`src/rtl/timestamp_dds_counter.sv`:
```
// DDS-rate timestamp counter with load/clear/add/sub command channel and PPS capture (pps_in source when STAMP_PPS_IN_EN).
// Latency: rate change 1 cycle, command result 2 cycles after acceptance, pps_valid 1 cycle after tick (3 after pps_in edge).
// Backpressure: cmd_ready drops for the single APPLY cycle after each accepted command; no other stalls.
module timestamp_dds_counter #(
  parameter int TIMESTAMP_WIDTH = 64,
  parameter int LSB_PAD         = 6,
  parameter int FRAC_WIDTH      = 32,
  parameter int PPS_PERIOD      = 100000000,
  parameter int PPS_CNT_WIDTH   = 27
) (
  input  logic                       axi_aclk,
  input  logic                       axi_resetn,
  input  logic [FRAC_WIDTH-1:0]      dds_rate,
  input  logic                       cmd_valid,
  output logic                       cmd_ready,
  input  logic [1:0]                 cmd_op,
  input  logic [TIMESTAMP_WIDTH-1:0] cmd_value,
  input  logic                       pps_in,
  output logic [TIMESTAMP_WIDTH-1:0] stamp_counter,
  output logic [TIMESTAMP_WIDTH-1:0] time_pps,
  output logic                       pps_valid,
  output logic                       wrap
);

  localparam int CW = TIMESTAMP_WIDTH - LSB_PAD;
  localparam logic [1:0] OP_LOAD  = 2'b00;
  localparam logic [1:0] OP_CLEAR = 2'b01;
  localparam logic [1:0] OP_ADD   = 2'b10;

  typedef enum logic {ST_IDLE, ST_APPLY} state_t;

  state_t                     state_q, state_d;
  logic [1:0]                 op_q, op_d;
  logic [CW-1:0]              val_q, val_d;
  logic [CW-1:0]              count_q, count_d;
  logic [FRAC_WIDTH-1:0]      rate_q, acc_q, acc_d;
  logic [FRAC_WIDTH:0]        acc_sum;
  logic                       carry;
  logic                       wrap_q, wrap_d;
  logic [TIMESTAMP_WIDTH-1:0] time_pps_q, time_pps_d;
  logic                       pps_valid_q, pps_valid_d;
  logic                       capture;
  logic                       unused_cmd_lsb;

  assign unused_cmd_lsb = ^cmd_value[LSB_PAD-1:0];
  assign acc_sum        = {1'b0, acc_q} + {1'b0, rate_q};
  assign carry          = acc_sum[FRAC_WIDTH];

  always_comb begin
    state_d = state_q;
    op_d    = op_q;
    val_d   = val_q;
    acc_d   = acc_sum[FRAC_WIDTH-1:0];
    count_d = count_q + CW'(carry);
    wrap_d  = carry && (&count_q);
    case (state_q)
      ST_IDLE: begin
        if (cmd_valid) begin
          state_d = ST_APPLY;
          op_d    = cmd_op;
          val_d   = cmd_value[TIMESTAMP_WIDTH-1:LSB_PAD];
        end
      end
      ST_APPLY: begin
        state_d = ST_IDLE;
        // wrap flags only a pure carry rollover, never a command result
        wrap_d  = 1'b0;
        case (op_q)
          OP_LOAD: begin
            count_d = val_q;
            acc_d   = '0;
          end
          OP_CLEAR: begin
            count_d = '0;
            acc_d   = '0;
          end
          OP_ADD:  count_d = count_q + val_q + CW'(carry);
          default: count_d = count_q - val_q + CW'(carry);
        endcase
      end
      default: state_d = ST_IDLE;
    endcase
  end

  // capture sees the pre-command stamp, so a coinciding load/clear reports the old time
  always_comb begin
    pps_valid_d = capture;
    time_pps_d  = capture ? stamp_counter : time_pps_q;
  end

`ifdef STAMP_PPS_IN_EN
  logic [2:0] sync_q, sync_d;

  always_comb begin
    sync_d = {sync_q[1:0], pps_in};
  end

  assign capture = sync_q[1] & ~sync_q[2];

  always_ff @(posedge axi_aclk or negedge axi_resetn) begin
    if (!axi_resetn) sync_q <= '0;
    else             sync_q <= sync_d;
  end
`else
  logic [PPS_CNT_WIDTH-1:0] pps_cnt_q, pps_cnt_d;
  logic                     restart;
  logic                     unused_pps_in;

  assign unused_pps_in = pps_in;
  assign restart       = (state_q == ST_APPLY) && !op_q[1];
  assign capture       = (pps_cnt_q == PPS_CNT_WIDTH'(PPS_PERIOD - 1));

  always_comb begin
    pps_cnt_d = (capture || restart) ? '0 : pps_cnt_q + PPS_CNT_WIDTH'(1);
  end

  always_ff @(posedge axi_aclk or negedge axi_resetn) begin
    if (!axi_resetn) pps_cnt_q <= '0;
    else             pps_cnt_q <= pps_cnt_d;
  end
`endif

  always_ff @(posedge axi_aclk or negedge axi_resetn) begin
    if (!axi_resetn) begin
      state_q     <= ST_IDLE;
      op_q        <= '0;
      val_q       <= '0;
      count_q     <= '0;
      rate_q      <= '0;
      acc_q       <= '0;
      wrap_q      <= 1'b0;
      time_pps_q  <= '0;
      pps_valid_q <= 1'b0;
    end else begin
      state_q     <= state_d;
      op_q        <= op_d;
      val_q       <= val_d;
      count_q     <= count_d;
      rate_q      <= dds_rate;
      acc_q       <= acc_d;
      wrap_q      <= wrap_d;
      time_pps_q  <= time_pps_d;
      pps_valid_q <= pps_valid_d;
    end
  end

  assign cmd_ready     = (state_q == ST_IDLE);
  assign stamp_counter = {count_q, {LSB_PAD{1'b0}}};
  assign time_pps      = time_pps_q;
  assign pps_valid     = pps_valid_q;
  assign wrap          = wrap_q;

endmodule

```
`config.mk`:
```
export PLATFORM = sky130hd
export DESIGN_NAME = timestamp_dds_counter
export DESIGN_NICKNAME = d
export VERILOG_FILES = /design/src/rtl/timestamp_dds_counter.sv
export SDC_FILE = /design/constraint.sdc
export NUM_CORES = 1
export LEC_CHECK = 0
export BUFFER_PORTS_ARGS = -buffer_cell sky130_fd_sc_hd__buf_4
export CAP_MARGIN = 10
export CORE_UTILIZATION = 37
export CTS_BUF_LIST = sky130_fd_sc_hd__clkbuf_16
export CTS_CLUSTER_SIZE = 25
export DETAILED_ROUTE_END_ITERATION = 6
export GPL_TIMING_DRIVEN = 0
export SYNTH_ARGS = -nofsm -noshare
export SYNTH_HDL_FRONTEND = slang
export SYNTH_SLANG_ARGS = --single-unit
```
`constraint.sdc`:
```
create_clock -name axi_aclk -period 5.8 [get_ports axi_aclk]
set_input_delay 0.29 -clock axi_aclk [delete_from_list [all_inputs] [get_ports axi_aclk]]
set_output_delay 0.29 -clock axi_aclk [all_outputs]
set_load 0.05 [all_outputs]
```
# --- Word level (Yosys, flattened, before mapping) ---
# Cells that the tools add are included.
word_totals:
  word_cells: 37
  register_bits: 270
  out_inout_bits: 131
  inputBits: 102
  mem_count: 0
  rom_bits: 0
  latchBits: 0
  ram_bits: 0
op_classes:
  eq_ne: 3
  reduce_logical: 8
  addsub: 7
  bitwise: 1
  div: 0
  mux: 8
  magnitude_cmp: 0
  n_shift: 0
  multipliers: 0
op_table:
  columns: ["cell", "count"]
  rows:
  - ["$add 58x1->58", 3]
  - ["$pmux 58 s3", 1]
  - ["$mux 32", 2]
  - ["$add 58x58->58", 1]
  - ["$mux 58", 1]
  - ["$reduce_and 58->1", 1]
  - ["$sub 58x58->58", 1]
  - ["$add 32x32->33", 1]
  - ["$add 27x1->27 const B", 1]
  - ["$eq 27x27->1 const B", 1]
  - ["$mux 27", 1]
  - ["$eq 2x1->1 const B", 1]
  - ["$eq 2x2->1 const B", 1]
  - ["$logic_and 1x1->1", 2]
  - ["$logic_not 2->1", 1]
  - ["$mux 1", 2]
  - ["$pmux 1 s2", 1]
  - ["$reduce_and 2->1", 1]
  - ["$reduce_or 2->1", 1]
  - ["$logic_not 1->1", 1]
  - ["$logic_or 1x1->1", 1]
  - ["$not 1->1", 1]

# --- Depth between registers and ports, before layout ---
# Gate-level depths: netlist of the first run.
logic_depth:
  ltp_word: 4
  depth_mapped: 27
  ltp_nobuf: 27

# --- Least setup slack after synthesis of the first run ---
# OpenSTA, ideal clock, no wires.
synth_path:
  path_kind: "register -> register"
  startpoint: "register rate_q[15]"
  endpoint: "register count_q[51]"
  setup_slack_ns: 0.582
  period_less_slack_ns: 5.218
  arrival_time_ns: 5.129
  stages_incl_launch_ff: 23
  required_time_ns: 5.712
  setup_time_ns: 0.088
  path_buffers: 0
  cell_sequence: "dfrtp_1 -> ha_1 -> a21o_1 -> a21o_1 -> a21o_1 -> a21oi_1 -> o21ai_0 -> or3_1 -> o21ai_1 -> o21ai_1 -> a311oi_1 -> ha_1 -> inv_1 -> ha_1 -> a21o_1 -> and4_1 -> o211ai_1 -> a2111oi_0 -> o31ai_1 -> a31o_1 -> o31a_1 -> or4_1 -> a41oi_1"
synth_between:
  elab_chain_len: 4
  word_cells_on_any_way: 6
  classes_between: "add/sub (4); mux (2)"
synth_lines:
  columns: ["element", "line", "source"]
  rows:
  - ["from (decl)", "36", "logic [FRAC_WIDTH-1:0] rate_q, acc_q, acc_d;"]
  - ["from (signal assigned)", "139", "rate_q <= dds_rate;"]
  - ["$add 32x32->33 *", "46", "assign acc_sum = {1'b0, acc_q} + {1'b0, rate_q};"]
  - ["$add 58x1->58, on equally long branches", "78, 77", null]
  - ["$pmux 58 s3", "68", "case (op_q)"]
  - ["$mux 58 *", "56", "case (state_q)"]
  - ["net count_d[51]", "35", "logic [CW-1:0] count_q, count_d;"]
  - ["to (signal assigned)", "138", "count_q <= count_d;"]
  - ["to (decl)", "35", null]
# Mark *: on every way through the listed nets, which the timed path passes. The rest lies on a longest branch.
# A chain may end at the register's enable or synchronous reset.

# --- Final worst setup path of the first run ---
layout_path:
  startpoint: "register rate_q[15]"
  endpoint: "register count_q[46]"
# The elaborated chain is that of the path after synthesis.

==> results of run 1 <==
==> final timing paths <==
path,from,endpoint,slack [ns],cells past startpoint
setup / recovery,rate_q[15]$_DFF_PN0_,count_q[46]$_DFF_PN0_,0.10,27
hold / removal,axi_resetn,acc_q[1]$_DFF_PN0_,0.26,2
setup reg to reg,rate_q[15]$_DFF_PN0_,count_q[46]$_DFF_PN0_,0.10,27
hold reg to reg,time_pps[13]$_DFFE_PN0P_,time_pps[13]$_DFFE_PN0P_,0.47,2
max in group asynchronous,axi_resetn,time_pps[42]$_DFFE_PN0P_,4.56,3
min in group axi_aclk,dds_rate[22],rate_q[22]$_DFF_PN0_,0.39,2
==> per-layer routing <==
metal / part of all wire [%] / routed length (um)
met1: 44 / 35000
met2: 46 / 36800
met3: 7.1 / 5670
met4: 3.5 / 2790
met5: 0 / 0
==> critical path, cell delays in order (launching register included) <==
cell and delay, ns:
dfrtp_1 0.41, ha_4 0.28, a21o_1 0.19, a21o_1 0.18, a21o_1 0.19, a21oi_1 0.16, o21ai_0 0.12, or3_4 0.39
o21ai_4 0.18, o21ai_4 0.07, a311oi_2 0.28, buf_4 0.19, inv_1 0.07, fa_2 0.37, fa_2 0.37, nand2b_1 0.11
a21oi_2 0.08, o211ai_1 0.19, buf_4 0.17, a211o_4 0.17, buf_4 0.12, nand4_1 0.16, nand4b_1 0.20, buf_6 0.16
a21oi_1 0.09, or3_1 0.33, a311oi_2 0.26, a211o_1 0.15
==> through the flow <==
stage / hold WS [ns] / cells / util, % / instance area (um^2) / setup slack, ns
finish: 0.262 / 3746 / 47.0 / 26200 / 0.100
global route: 0.297 / 3742 / 47.0 / 26200 / -0.0649
CTS: 0.261 / 3734 / 46.6 / 25900 / 0.000875
detailed placement: 0.257 / 3576 / 42.6 / 23700 / -1.48
global placement: 0.401 / 3571 / 42.4 / 23600 / -1.53
floorplan: -0.00559 / 2610 / - / 21000 / 0.582
==> cell usage in the layout (no fill, tap or decap), types with 16 or more instances in the layout <==
master and count:
nand2_1 402, nor3_1 33, inv_1 154, nor2b_1 23, nand2b_1 25, xor2_1 66, xnor2_1 126, nand4_1 35
a21o_1 57, nor2_1 217, nand3_1 64, o21bai_1 29, clkbuf_1 90, o31ai_1 16, buf_4 241, and2_1 18
nor4_1 26, a21oi_1 194, clkbuf_16 36, dlygate4sd3_1 93, dfrtp_1 270, a211oi_1 36, a31oi_1 23, and3_1 26
o21ai_0 165, o21ai_1 25, ha_1 204
==> power breakdown <==
group | total [uW] | switching [uW] | internal [uW]
Sequential | 2810 | 558 | 2250
Combinational | 8760 | 5480 | 3280
Clock | 2170 | 910 | 1260
Total | 13700 | 6950 | 6790
==> cells by family after synthesis <==
logic type               after synthesis  share of synthesized area, %
AND/OR/NAND/NOR                      935                          20.1
flip-flops                           270                          32.2
adder cells (fa/ha/maj)              209                          12.6
buffers and inverters                263                          4.92
XOR/XNOR                             192                          8.00
AO/OA/AOI/OAI                        714                          21.4
multiplexers                          15                         0.750
other                                  1                        0.0179
==> flip-flops by register name, summed over array words and instances (netlist names) <==
name	cells
rate_q	32
op_q	2
acc_q	32
pps_valid	1
time_pps	58
val_q	58
wrap	1
state_q	1
count_q	58
pps_cnt_q	27
==> what timing repair did <==
item	4_1_cts	5_1_grt
endpoints found under the setup margin	51	39
gates cloned	0	0
pin swaps	10	19
setup buffers	9	8
hold buffers	93	0
hold endpoints to repair	146	0
resized for setup	34	39
==> cell type report <==
class,instances,area (um^2),share of cell area [%]
sequential,270,6760,25.8
timing repair buffer,328,2750,10.5
clock inverter,22,195,0.746
multi-input combinational,2077,13600,51.9
antenna,5,12.5,0.0478
buffer,111,463,1.77
tap,748,936,3.58
clock buffer,36,901,3.44
inverter,149,559,2.14
==> flow_metrics.env, run 1 <==
export IMPL_synthCells=2599
export IMPL_grt_pass1_vias=20500
export IMPL_synth_most_common_cell="nand2_1"
export IMPL_synth_edf_count=0
export IMPL_initial_utilization_pct=37.8
export IMPL_drv_cap=0
export IMPL_area_growth_pct=24.6
export IMPL_htree_levels=2
export IMPL_fillers=5514
export IMPL_first_iter_violations=1864
export IMPL_powerDensity_mw_per_mm2=525
export IMPL_tightest_slew_ns=1.26
export IMPL_ys_top_cells_by_count="nand2_1 (402), dfrtp_1 (270), nor2_1 (220)"
export IMPL_fmax_ghz=0.175
export IMPL_power_uw=13700
export IMPL_drt_total_wl_mm=80.3
export IMPL_antenna_found_initial=4
export IMPL_grt_pass1_wl_mm=121
export IMPL_final_net_count=3283
export IMPL_ios=233
export IMPL_drtAntennaViolNets=0
export IMPL_slew_viol_final=0
export IMPL_ir_worst_vdd_uv=238
export IMPL_synthArstFlopShare_pct=100
export IMPL_vias=20900
export IMPL_io_buffer_count=213
export IMPL_status="completed"
export IMPL_tritoncts="done"
export IMPL_clk_pin_slew_ns=0.06
export IMPL_clkLatencyLatePin_ns=0.57
export IMPL_setup_viol_count_final=0
export IMPL_critPathRequiredTime_ns=6.30
export IMPL_synth_cell_types=80
export IMPL_synthTopCellsByArea="dfrtp_1 (32%), ha_1 (12%), nand2_1 (7.2%)"
export IMPL_ys_seq_elements=270
export IMPL_wl_per_cell_um=21.4
export IMPL_via_per_inst=5.58
export IMPL_leakagePower_uw=0.0121
export IMPL_root_buffer="clkbuf_16"
export IMPL_cp_start_kind="flip-flop"
export IMPL_critPathKind="reg -> reg"
export IMPL_seq_area_frac_synth_pct=32.2
export IMPL_grt_ovfl_total=0
export IMPL_synth_area_per_cell_um2=8.08
export IMPL_grt_total_usage_pct=27.4
export IMPL_hold_viol=0
export IMPL_die_h_um=240
export IMPL_grt_most_used_layer="met2"
export IMPL_cts_sinks=270
export IMPL_cp_max_fo=6
export IMPL_finClkSkew_ns=0.0305
export IMPL_synth_top_cell_area_share_pct=32.2
export IMPL_core_mm2=0.0556
export IMPL_clockBufferDepth=3
export IMPL_synth_ff_type="dfrtp_1"
export IMPL_use_met1_pct=36.1
export IMPL_drcViolationCount=0
export IMPL_dr_pass1_iters=6
export IMPL_dieWidth_um=240
export IMPL_grt_use_met3_pct=5.04
export IMPL_end_kind="flip-flop"
export IMPL_worstPathArrival_ns=6.20
export IMPL_row_count=86
export IMPL_grt_util_met2_pct=45.0
export IMPL_gp_congestion=0.959
export IMPL_grt_max_degree=114
export IMPL_fin_crit_ns=5.70
export IMPL_synth_largest_area_cell="dfrtp_1"
export IMPL_final_setup_tns_ns=0
export IMPL_hpwl_mm=60.4
export IMPL_drive_above_1_share_pct=12.3
export IMPL_synthesis_area_mm2=0.0210
export IMPL_cts_buffers=35
export IMPL_hold_path_class="in -> async"
export IMPL_synth_warnings=0
export IMPL_dieArea_mm2=0.0577
export IMPL_relSlewSlack_pct=15.9
export IMPL_period_share_pct=98.3
(Power assumes the default switching activity.)
==> inputs of run 2 (changes only) <==
- GPL_TIMING_DRIVEN: 0 -> default
- SKIP_CTS_REPAIR_TIMING: default -> 1
==> flow_metrics.env, run 2 (same netlist as run 1, synthesis figures left out) <==
export IMPL_tightest_slew_ns=1.08
export IMPL_hold_path_class="in -> reg"
export IMPL_ff2ff_setup_slack_ns=0.28
export IMPL_layout_setup_ws_ns=0.285
export IMPL_cp_start_kind="flip-flop"
export IMPL_cts_buffers=35
export IMPL_slew_viol_final=0
export IMPL_drtAntennaViolNets=0
export IMPL_grt_pass1_wl_mm=109
export IMPL_ir_worst_vdd_uv=257
export IMPL_crit_start="rate_q[15]$_DFF_PN0_"
export IMPL_cp_top_family="compound AO/OA/AOI/OAI gates"
export IMPL_hpwl_mm=52.8
export IMPL_grt_ovfl_total=0
export IMPL_fmax_ghz=0.181
export IMPL_violations="hold timing"
export IMPL_whs_ns=-0.0266
export IMPL_clockBufferDepth=3
export IMPL_cp_max_fo=4
export IMPL_end_kind="flip-flop"
export IMPL_fin_cells=3700
export IMPL_vias=20400
export IMPL_fin_util_pct=46.7
export IMPL_fillers=5509
export IMPL_tritoncts="done"
export IMPL_leakagePower_uw=0.0123
export IMPL_area_growth_pct=23.6
export IMPL_powerDensity_mw_per_mm2=531
export IMPL_drive_above_1_share_pct=13.4
export IMPL_die_h_um=240
export IMPL_slowest_stage="fa_1"
export IMPL_clkLatencyLatePin_ns=0.57
export IMPL_htree_levels=2
export IMPL_final_net_count=3234
export IMPL_drt_total_wl_mm=71.3
export IMPL_relSlewSlack_pct=28.0
export IMPL_setup_viol_count_final=0
export IMPL_hold_viol=1
export IMPL_antenna_found_initial=3
export IMPL_wl_per_cell_um=19.3
export IMPL_fin_crit_ns=5.52
export IMPL_slowest_delay_ns=0.41
export IMPL_crit_buf_inv=3
export IMPL_clk_pin_slew_ns=0.06
export IMPL_dr_pass1_iters=5
export IMPL_dp_cells=3544
export IMPL_regToRegStartpoint="rate_q[15]$_DFF_PN0_"
export IMPL_core_mm2=0.0556
export IMPL_ios=233
export IMPL_grt_max_degree=117
export IMPL_final_setup_tns_ns=0
export IMPL_rsz0062_at_grt="true"
export IMPL_final_cell_mix="nand2_1 (402), buf_4 (296), dfrtp_1 (268), nor2_1 (219), ha_1 (205)"
export IMPL_whs_path_depth=3
export IMPL_cts_sinks=270
export IMPL_final_common_cell="nand2_1"
export IMPL_grt_total_usage_pct=24.2
export IMPL_initial_utilization_pct=37.8
export IMPL_io_buffer_count=213
export IMPL_dieArea_mm2=0.0577
export IMPL_hold_start="cmd_value[60]"
export IMPL_row_count=86
export IMPL_final_cell_area_mm2=0.0260
export IMPL_post_place_ws_ns=-0.0853
export IMPL_place_area_mm2=0.0238
export IMPL_via_per_inst=5.51
export IMPL_status="complete, but fails checks"
export IMPL_critPathKind="reg -> reg"
export IMPL_worstRegToRegCells=25
export IMPL_period_share_pct=95.1
export IMPL_gp_congestion=0.935
export IMPL_dieWidth_um=240
export IMPL_worstPathArrival_ns=5.93
export IMPL_finClkSkew_ns=0.0311
export IMPL_root_buffer="clkbuf_16"
export IMPL_drcViolationCount=0
export IMPL_first_iter_violations=1611
export IMPL_grt_pass1_vias=19300
export IMPL_path_depth=25
export IMPL_drv_cap=0
export IMPL_critPathRequiredTime_ns=6.21
## run 2: where the power goes
part           internal [uW]  total [uW]  switching (uW)  leakage (uW)
sequential              2250        2820             573       0.00343
clock                   1320        2240             928      0.000577
combinational           3410        8710            5290       0.00825
## run 2: routing by layer
metal	wire, um	vias up	track usage (%)
met5	11	-	0
met4	1740	2	7.08
met3	3770	112	3.43
met2	31900	611	38.1
met1	33900	9888	34.1
li1	-	9760	-
## run 2: metrics by stage
stage | hold WS (ns) | total power (uW)
after global routing | 0.00523 | 14800
after global placement | 0.366 | 11200
after floorplan | -0.00559 | 8760
after CTS | -0.226 | 13600
after detailed placement | 0.369 | 11300
final | -0.0266 | 13800
## run 2: tightest hold or removal path, cell delays in order
cell and delay [ns]:
buf_4 0.08, nand2_1 0.05, o21ai_0 0.07
## run 2: area by class of cell
| type | instances | area, um^2 | area share, % |
|---|---|---|---|
| inverters | 149 | 559 | 2.15 |
| flip-flops and latches | 270 | 6760 | 26.0 |
| clock buffers | 36 | 901 | 3.47 |
| diodes | 2 | 5.00 | 0.0193 |
| multi-input cells | 2077 | 13300 | 51.4 |
| well taps | 748 | 936 | 3.60 |
| repair buffers | 390 | 3200 | 12.3 |
| clock inverters | 28 | 263 | 1.01 |
## run 2: final timing paths
kind,to
worst max-delay path,count_q[50]$_DFF_PN0_
worst min-delay path,val_q[54]$_DFFE_PN0P_
worst max register to register,count_q[50]$_DFF_PN0_
worst min register to register,time_pps[8]$_DFFE_PN0P_
max in group asynchronous,val_q[25]$_DFFE_PN0P_
min in group asynchronous,pps_cnt_q[4]$_DFF_PN0_
